<file path="src/rtl/sd_linear_interpolator.sv">
// Linear-interpolating upsampler ahead of the 2nd-order sigma-delta modulator.
// Latency: sample accepted at edge t, segment loads at next en tick, out = prev two en-edges later (en=1).
// Backpressure: one-deep buffer; inReady (registered) drops while the buffer holds an unconsumed sample.
//
// Ports:
//   clk, rst      system clock, asynchronous active-low reset
//   en            output-rate tick; everything except the input buffer freezes while low
//   inData        signed input sample (low rate), qualified by inValid / inReady
//   out           signed interpolated sample, one new value per en tick
//   underrun      one-cycle pulse when a segment ends with no buffered sample
module sd_linear_interpolator #(
  parameter int WIDTH     = 16,
  parameter int LOG_RATIO = 5
) (
  input  logic             clk,
  input  logic             rst,
  input  logic             en,
  input  logic [WIDTH-1:0] inData,
  input  logic             inValid,
  output logic             inReady,
  output logic [WIDTH-1:0] out,
  output logic             underrun
);

  localparam int ACC_W = WIDTH + LOG_RATIO + 1;

  typedef enum logic [1:0] {IDLE, RUN, HOLD} state_t;

  state_t                  state, state_nxt;
  logic [WIDTH-1:0]        buf_dat;
  logic                    buf_full, buf_full_nxt;
  logic signed [WIDTH-1:0] prev, prev_nxt;
  logic signed [WIDTH-1:0] target, target_nxt;
  logic signed [WIDTH:0]   delta;
  logic signed [ACC_W-1:0] acc, acc_nxt;
  logic [LOG_RATIO-1:0]    phase, phase_nxt;
  logic [WIDTH-1:0]        out_nxt;
  logic                    underrun_nxt;
  logic                    xfer;
  logic                    load;

  assign xfer = inValid && inReady;

  // Slope of the current segment. Entering HOLD sets prev = target, which
  // makes the slope zero without a separate delta register to clear.
  assign delta = (WIDTH+1)'(target) - (WIDTH+1)'(prev);

  always_comb begin
    state_nxt    = state;
    prev_nxt     = prev;
    target_nxt   = target;
    acc_nxt      = acc;
    phase_nxt    = phase;
    buf_full_nxt = buf_full;
    out_nxt      = out;
    underrun_nxt = 1'b0;
    load         = 1'b0;

    if (en) begin
      // acc always sits inside [prev, target] scaled by 2^LOG_RATIO, so the
      // bit slice is an exact floor and can never wrap.
      out_nxt = acc[LOG_RATIO +: WIDTH];

      case (state)
        IDLE: load = buf_full;
        RUN: begin
          if (phase == '1) begin
            if (buf_full) begin
              load = 1'b1;
            end else begin
              prev_nxt     = target;
              acc_nxt      = ACC_W'(target) <<< LOG_RATIO;
              underrun_nxt = 1'b1;
              state_nxt    = HOLD;
            end
          end else begin
            acc_nxt   = acc + ACC_W'(delta);
            phase_nxt = phase + 1'b1;
          end
        end
        HOLD:    load = buf_full;
        default: state_nxt = IDLE;
      endcase

      // New segment starts from the old target; target is still 0 in IDLE.
      if (load) begin
        prev_nxt     = target;
        target_nxt   = buf_dat;
        acc_nxt      = ACC_W'(target) <<< LOG_RATIO;
        phase_nxt    = '0;
        buf_full_nxt = 1'b0;
        state_nxt    = RUN;
      end
    end

    // inReady is low whenever buf_full is set, so this never collides with load.
    if (xfer) begin
      buf_full_nxt = 1'b1;
    end
  end

  always_ff @(posedge clk or negedge rst) begin
    if (!rst) begin
      state    <= IDLE;
      buf_dat  <= '0;
      buf_full <= 1'b0;
      inReady  <= 1'b0;
      prev     <= '0;
      target   <= '0;
      acc      <= '0;
      phase    <= '0;
      out      <= '0;
      underrun <= 1'b0;
    end else begin
      state    <= state_nxt;
      buf_full <= buf_full_nxt;
      inReady  <= !buf_full_nxt;
      prev     <= prev_nxt;
      target   <= target_nxt;
      acc      <= acc_nxt;
      phase    <= phase_nxt;
      out      <= out_nxt;
      underrun <= underrun_nxt;
      if (xfer) begin
        buf_dat <= inData;
      end
    end
  end

endmodule

</file>
<file path="config.mk">
export PLATFORM = sky130hd
export DESIGN_NAME = sd_linear_interpolator
export DESIGN_NICKNAME = d
export VERILOG_FILES = /design/src/rtl/sd_linear_interpolator.sv
export SDC_FILE = /design/constraint.sdc
export NUM_CORES = 1
export LEC_CHECK = 0
export CORE_MARGIN = 2
export CORE_UTILIZATION = 40
export DETAILED_ROUTE_END_ITERATION = 10
export PLACE_DENSITY = 0.67
export SKIP_CTS_REPAIR_TIMING = 1
export SYNTH_ARGS = -nofsm -noshare
export SYNTH_HDL_FRONTEND = slang
export SYNTH_SLANG_ARGS = --single-unit
</file>
<file path="constraint.sdc">
create_clock -name clk -period 3.7 [get_ports clk]
set_input_delay 0.74 -clock clk [delete_from_list [all_inputs] [get_ports clk]]
set_output_delay 0.74 -clock clk [all_outputs]
set_load 0.02 [all_outputs]
</file>
==> impl_metrics.toml, run 1 <==
[critical_path]
cp_num_buf_inv = 2
start_kind = "register"
cp_slowest_cell = "or4_1"
cp.required_ns = 3.93
end_kind = "register"
cp_top_family = "adder cells"
cp_max_fo = 7
crit_type = "register to register"
path_cells = "inv_1 > fa_1 > inv_1 > ha_1 > a21oi_1 > o21ai_1 > a31oi_1 > o21ai_0 > or4_1 > o2111ai_1 > nor2_1"
crit_top_cell = "inv_1"
crit_path_max_incr_delay_ns = 0.55
crit_arrival_ns = 3.38
rrSetupSlack_ns = 0.55

[clock_tree]
h-tree-depth = 3
cts_buffer_depth = 2
cts_tree = "built"
numCtsBuffers = 9
clk_latency_ns = 0.34
clk_pin_slew_ns = 0.07
cts.sinks = 95
cts_root_buf = "clkbuf_16"

[sta]
fmax_ghz = 0.317
slew_violations = 0
tns_ns = 0
finalHoldViolCount = 0
skew_ns = 0.00655
slew_headroom_pct = 43.7
setup_violations = 0
worstMarginPinSlew_ns = 0.845
post-route-period-util_pct = 85.2
fin_crit_ns = 3.15
rsz0062_at_grt = "false"

[layout]
final_area_um2 = 6330
syn2layout_area_growth_pct = 15.5
antenna_cells = 0
nets = 637
drive_above_1_share_pct = 14.4

[global_route]
overflow = 0
grt_pass1_vias = 4220
grt_max_degree = 38
grt_pass1_wl_mm = 21.0
track_usage_pct = 18.2
antenna_found_initial = 0

[logic_synthesis]
synthAdderAreaFrac_pct = 12.8
synth_mux_area_share_pct = 10.2
synth_top_area_share_pct = 43.4
ys.flop_type = "dfrtp_1"
synth_seq_area_share_pct = 43.4
synth_edf_count = 0
synth_top_family_by_area = "compound AO/OA/AOI/OAI gates"
avgSynthCellArea_um2 = 10.3
synth_area_um2 = 5480
synthSimpleGateAreaFrac_pct = 9.54
synth.area.top_cells = "dfrtp_1 (43%), mux2_2 (9.9%), fa_1 (7.3%)"
ys_top_cells_by_count = "dfrtp_1 (95), inv_1 (82), mux2_2 (48)"
synth_top_area_cell = "dfrtp_1"
yosysMostFrequentCell = "dfrtp_1"
synth_cell_type_count = 58
syn_inst = 534
yosys_register_bits = 95
synth_compound_area_share_pct = 13.3
synth-async-reset-ratio_pct = 100
yosys_warnings = 0
synth_xor_area_share_pct = 2.72
syn_nets = 598

[routing]
first_iter_violations = 207
vias = 4012
dr.pass1.iters = 5
via_per_inst = 5.33
ant_nets = 0
wl_per_cell_um = 16.5
routed_wl_mm = 12.4
drc = 0

[placed_design]
placed_cell_area_um2 = 6010
gp_congestion = 0.897
place.port_buffers = 37
dp.final_hpwl_mm = 9.12

[die]
start_util_pct = 41.2
num_rows = 42
die_y_um = 121
die_area_um2 = 14700
num_io_pins = 38
die_w_um = 121
coreArea_um2 = 13300

[status]
status = "finished, final reports clean"

[hold_path]
hold_class = "primary input to async pin"

[run]
drv_cap = 0
## registers in the layout (all words and copies together), names as in the netlist
| signal | flops |
|---|---|
| target | 16 |
| out | 16 |
| underrun | 1 |
| state | 2 |
| phase | 5 |
| buf_dat | 16 |
| acc | 21 |
| inReady | 1 |
| prev | 16 |
| buf_full | 1 |
## cells by family after synthesis
| kind of cell | count (synthesis) |
|---|---|
| xor gates and xnor gates | 17 |
| muxes | 50 |
| and+or+nand+nor | 108 |
| adders and majority gates | 44 |
| buffers and inverters | 101 |
| AOI/OAI and AO/OA | 119 |
| DFF | 95 |
## per-stage QoR
stage | hold WS (ns) | utilization [%] | instances | setup WS (ns)
2_1_floorplan | 0.444 | - | 534 | 0.875
3_3_place_gp | 0.460 | 45.2 | 738 | 0.765
3_5_place_dp | 0.467 | 45.2 | 738 | 0.591
4_1_cts | 0.351 | 47.6 | 753 | 0.542
5_1_grt | 0.367 | 47.6 | 753 | 0.341
6_report | 0.340 | 47.6 | 753 | 0.546
## final timing paths
kind	endpoint	from	cells past startpoint
worst max-delay path	acc[20]$_DFFE_PN0P_	target[15]$_DFFE_PN0P_	11
worst min-delay path	acc[5]$_DFFE_PN0P_	rst	1
worst max register to register	acc[20]$_DFFE_PN0P_	target[15]$_DFFE_PN0P_	11
worst min register to register	target[2]$_DFFE_PN0P_	buf_dat[2]$_DFFE_PN0P_	2
max in group asynchronous	prev[9]$_DFFE_PN0P_	rst	2
min in group clk	target[2]$_DFFE_PN0P_	buf_dat[2]$_DFFE_PN0P_	2
## layout make-up
class                           instances  area (um^2)
Tap cell                              176          220
Clock inverter                          6         92.6
Clock buffer                            9          225
Inverter                               82          308
Fill cell                            1236         6970
Timing Repair Buffer                   47          443
Sequential cell                        95         2380
Multi-Input combinational cell        338         2660
## layer usage
| metal | vias up | global-route usage [%] | routed length [um] |
|---|---|---|---|
| met4 | 0 | 6.90 | 308 |
| met1 | 1988 | 24.3 | 5790 |
| met2 | 108 | 29.3 | 5740 |
| met5 | - | 0 | 0 |
| met3 | 27 | 3.57 | 581 |
| li1 | 1889 | - | - |
## placed cells by master (no fill, tap or decap), types with 2 or more instances in the layout
cell type,instances
dfrtp_1,95
inv_1,82
mux2_2,48
nand2_1,46
o21ai_0,37
clkdlybuf4s50_1,36
a21oi_1,32
ha_1,24
fa_1,20
nor2_1,15
nand3_1,11
buf_4,11
xor2_1,10
a22oi_1,9
clkbuf_16,9
xnor2_1,7
o21ai_1,5
a21o_1,5
nand4_1,5
nor3_1,5
and3_1,4
nor2b_1,4
o211ai_1,4
or3_1,4
a31oi_1,3
o22ai_1,3
nand2b_1,2
nor2_2,2
or4_1,2
o2111ai_1,2
a221o_1,2
mux2i_1,2
a311oi_1,2
a22o_1,2
bufinv_16,2
inv_6,2
clkinvlp_4,2
Power of run 1 is not shown: default switching activity piles up to over one toggle a cycle in this logic, so the estimate is an artifact.
==> inputs of run 2 (changes only) <==
CORE_MARGIN = 4   (was 2)
MAX_ROUTING_LAYER = met4   (was not set)
==> impl_metrics.toml, run 2 (synthesis gave the netlist of run 1 again) <==
[status]
status = "finished, final reports clean"

[global_route]
grt_pass1_wl_mm = 20.8
antenna_found_initial = 0
overflow = 0
grt_max_degree = 62
track_usage_pct = 16.8
grt_pass1_vias = 4134

[layout]
drive_above_1_share_pct = 14.5
final_cell_mix = "dfrtp_1 (95), inv_1 (82), mux2_2 (48)"
largest_reg_flops = 21
top_register = "acc"
multiInputGateArea_um2 = 2660
antenna_cells = 0
final_common_cell = "dfrtp_1"
nets = 637
fillers = 1268
syn2layout_area_growth_pct = 15.9
regArea_um2 = 2380

[clock_tree]
clk_pin_slew_ns = 0.07
cts_root_buf = "clkbuf_16"
cts_tree = "built"
clk_latency_ns = 0.34
h-tree-depth = 3
numCtsBuffers = 9
cts.sinks = 95
cts_buffer_depth = 2

[routing]
routed_wl_mm = 12.1
vias = 3891
ant_nets = 0
via_per_inst = 5.16
first_iter_violations = 220
dr.pass1.iters = 4
drc = 0
wl_per_cell_um = 16.0

[placed_design]
place.port_buffers = 37
dp.final_hpwl_mm = 9.10
gp_congestion = 0.925

[critical_path]
crit_type = "register to register"
cp_max_fo = 7
cp.required_ns = 3.93
start_kind = "register"
crit_arrival_ns = 3.32
r2r_end = "acc[20]$_DFFE_PN0P_"
ff2ff_path_depth = 11
end_kind = "register"
r2r_start = "target[15]$_DFFE_PN0P_"
rrSetupSlack_ns = 0.61

[die]
start_util_pct = 41.1
num_io_pins = 38
coreArea_um2 = 13300
die_w_um = 125
die_y_um = 125
num_rows = 42
die_area_um2 = 15600

[sta]
skew_ns = 0.00614
setup_violations = 0
rsz0062_at_grt = "false"
finalHoldViolCount = 0
fin_crit_ns = 3.09
post-route-period-util_pct = 83.6
hold_slack_ns = 0.478
slew_violations = 0
slew_headroom_pct = 44.9
fmax_ghz = 0.323
worstMarginPinSlew_ns = 0.825
tns_ns = 0

[hold_path]
hold_depth = 2
min_from = "buf_dat[7]$_DFFE_PN0P_"
hold_class = "register to register"
holdPathEnd = "target[7]$_DFFE_PN0P_"

[run]
drv_cap = 0
==> run 2: cell count changes in the layout (fill, tap and decap cells not counted) <==
cell / before / now
clkinvlp_4: 2 / 1
buf_4: 11 / 10
clkinv_2: 0 / 1
buf_12: 0 / 1
clkbuf_8: 0 / 1
==> run 2: worst max-delay path by stage <==
stage | start | endpoint
2_1_floorplan | prev[15]$_DFFE_PN0P_ | acc[20]$_DFFE_PN0P_
3_3_place_gp | prev[15]$_DFFE_PN0P_ | acc[20]$_DFFE_PN0P_
3_5_place_dp | target[15]$_DFFE_PN0P_ | acc[20]$_DFFE_PN0P_
4_1_cts | target[15]$_DFFE_PN0P_ | acc[20]$_DFFE_PN0P_
5_1_grt | target[15]$_DFFE_PN0P_ | acc[20]$_DFFE_PN0P_
6_report | target[15]$_DFFE_PN0P_ | acc[20]$_DFFE_PN0P_
==> run 2: cell type report <==
cell class / instances / share of cell area (%)
multi-input combinational: 338 / 41.9
inverter: 82 / 4.84
tap: 176 / 3.47
sequential: 95 / 37.4
timing repair buffer: 47 / 7.17
clock buffer: 10 / 3.76
clock inverter: 6 / 1.42
==> run 2: layer usage <==
layer	up-vias	part of all wire [%]	global-route usage, %	wire length [um]
li1	1889	-	-	-
met1	1921	49	23.4	5920
met2	67	46	25.8	5590
met3	14	3.3	1.88	395
met4	0	1.4	5.87	163
met5	-	0	-	0
==> run 2: metrics by stage <==
step	setup slack [ns]	instances	instance area [um^2]	utilization, %
6_report	0.607	754	6350	47.6
2_1_floorplan	0.875	534	5480	-
4_1_cts	0.616	754	6350	47.6
5_1_grt	0.351	754	6350	47.6
3_5_place_dp	0.642	738	6020	45.1
3_3_place_gp	0.762	738	6020	45.1
==> run 2: worst max-delay path, cell delays in order, from the launching register on <==
cell and delay [ns]:
dfrtp_1 0.39, inv_1 0.18, fa_1 0.57, inv_1 0.05, ha_1 0.39, a21oi_1 0.20, o21ai_1 0.11, a31oi_1 0.18
o21ai_0 0.18, or4_1 0.54, o2111ai_1 0.12, nor2_1 0.07
Power of run 2 is left out for the same reason.
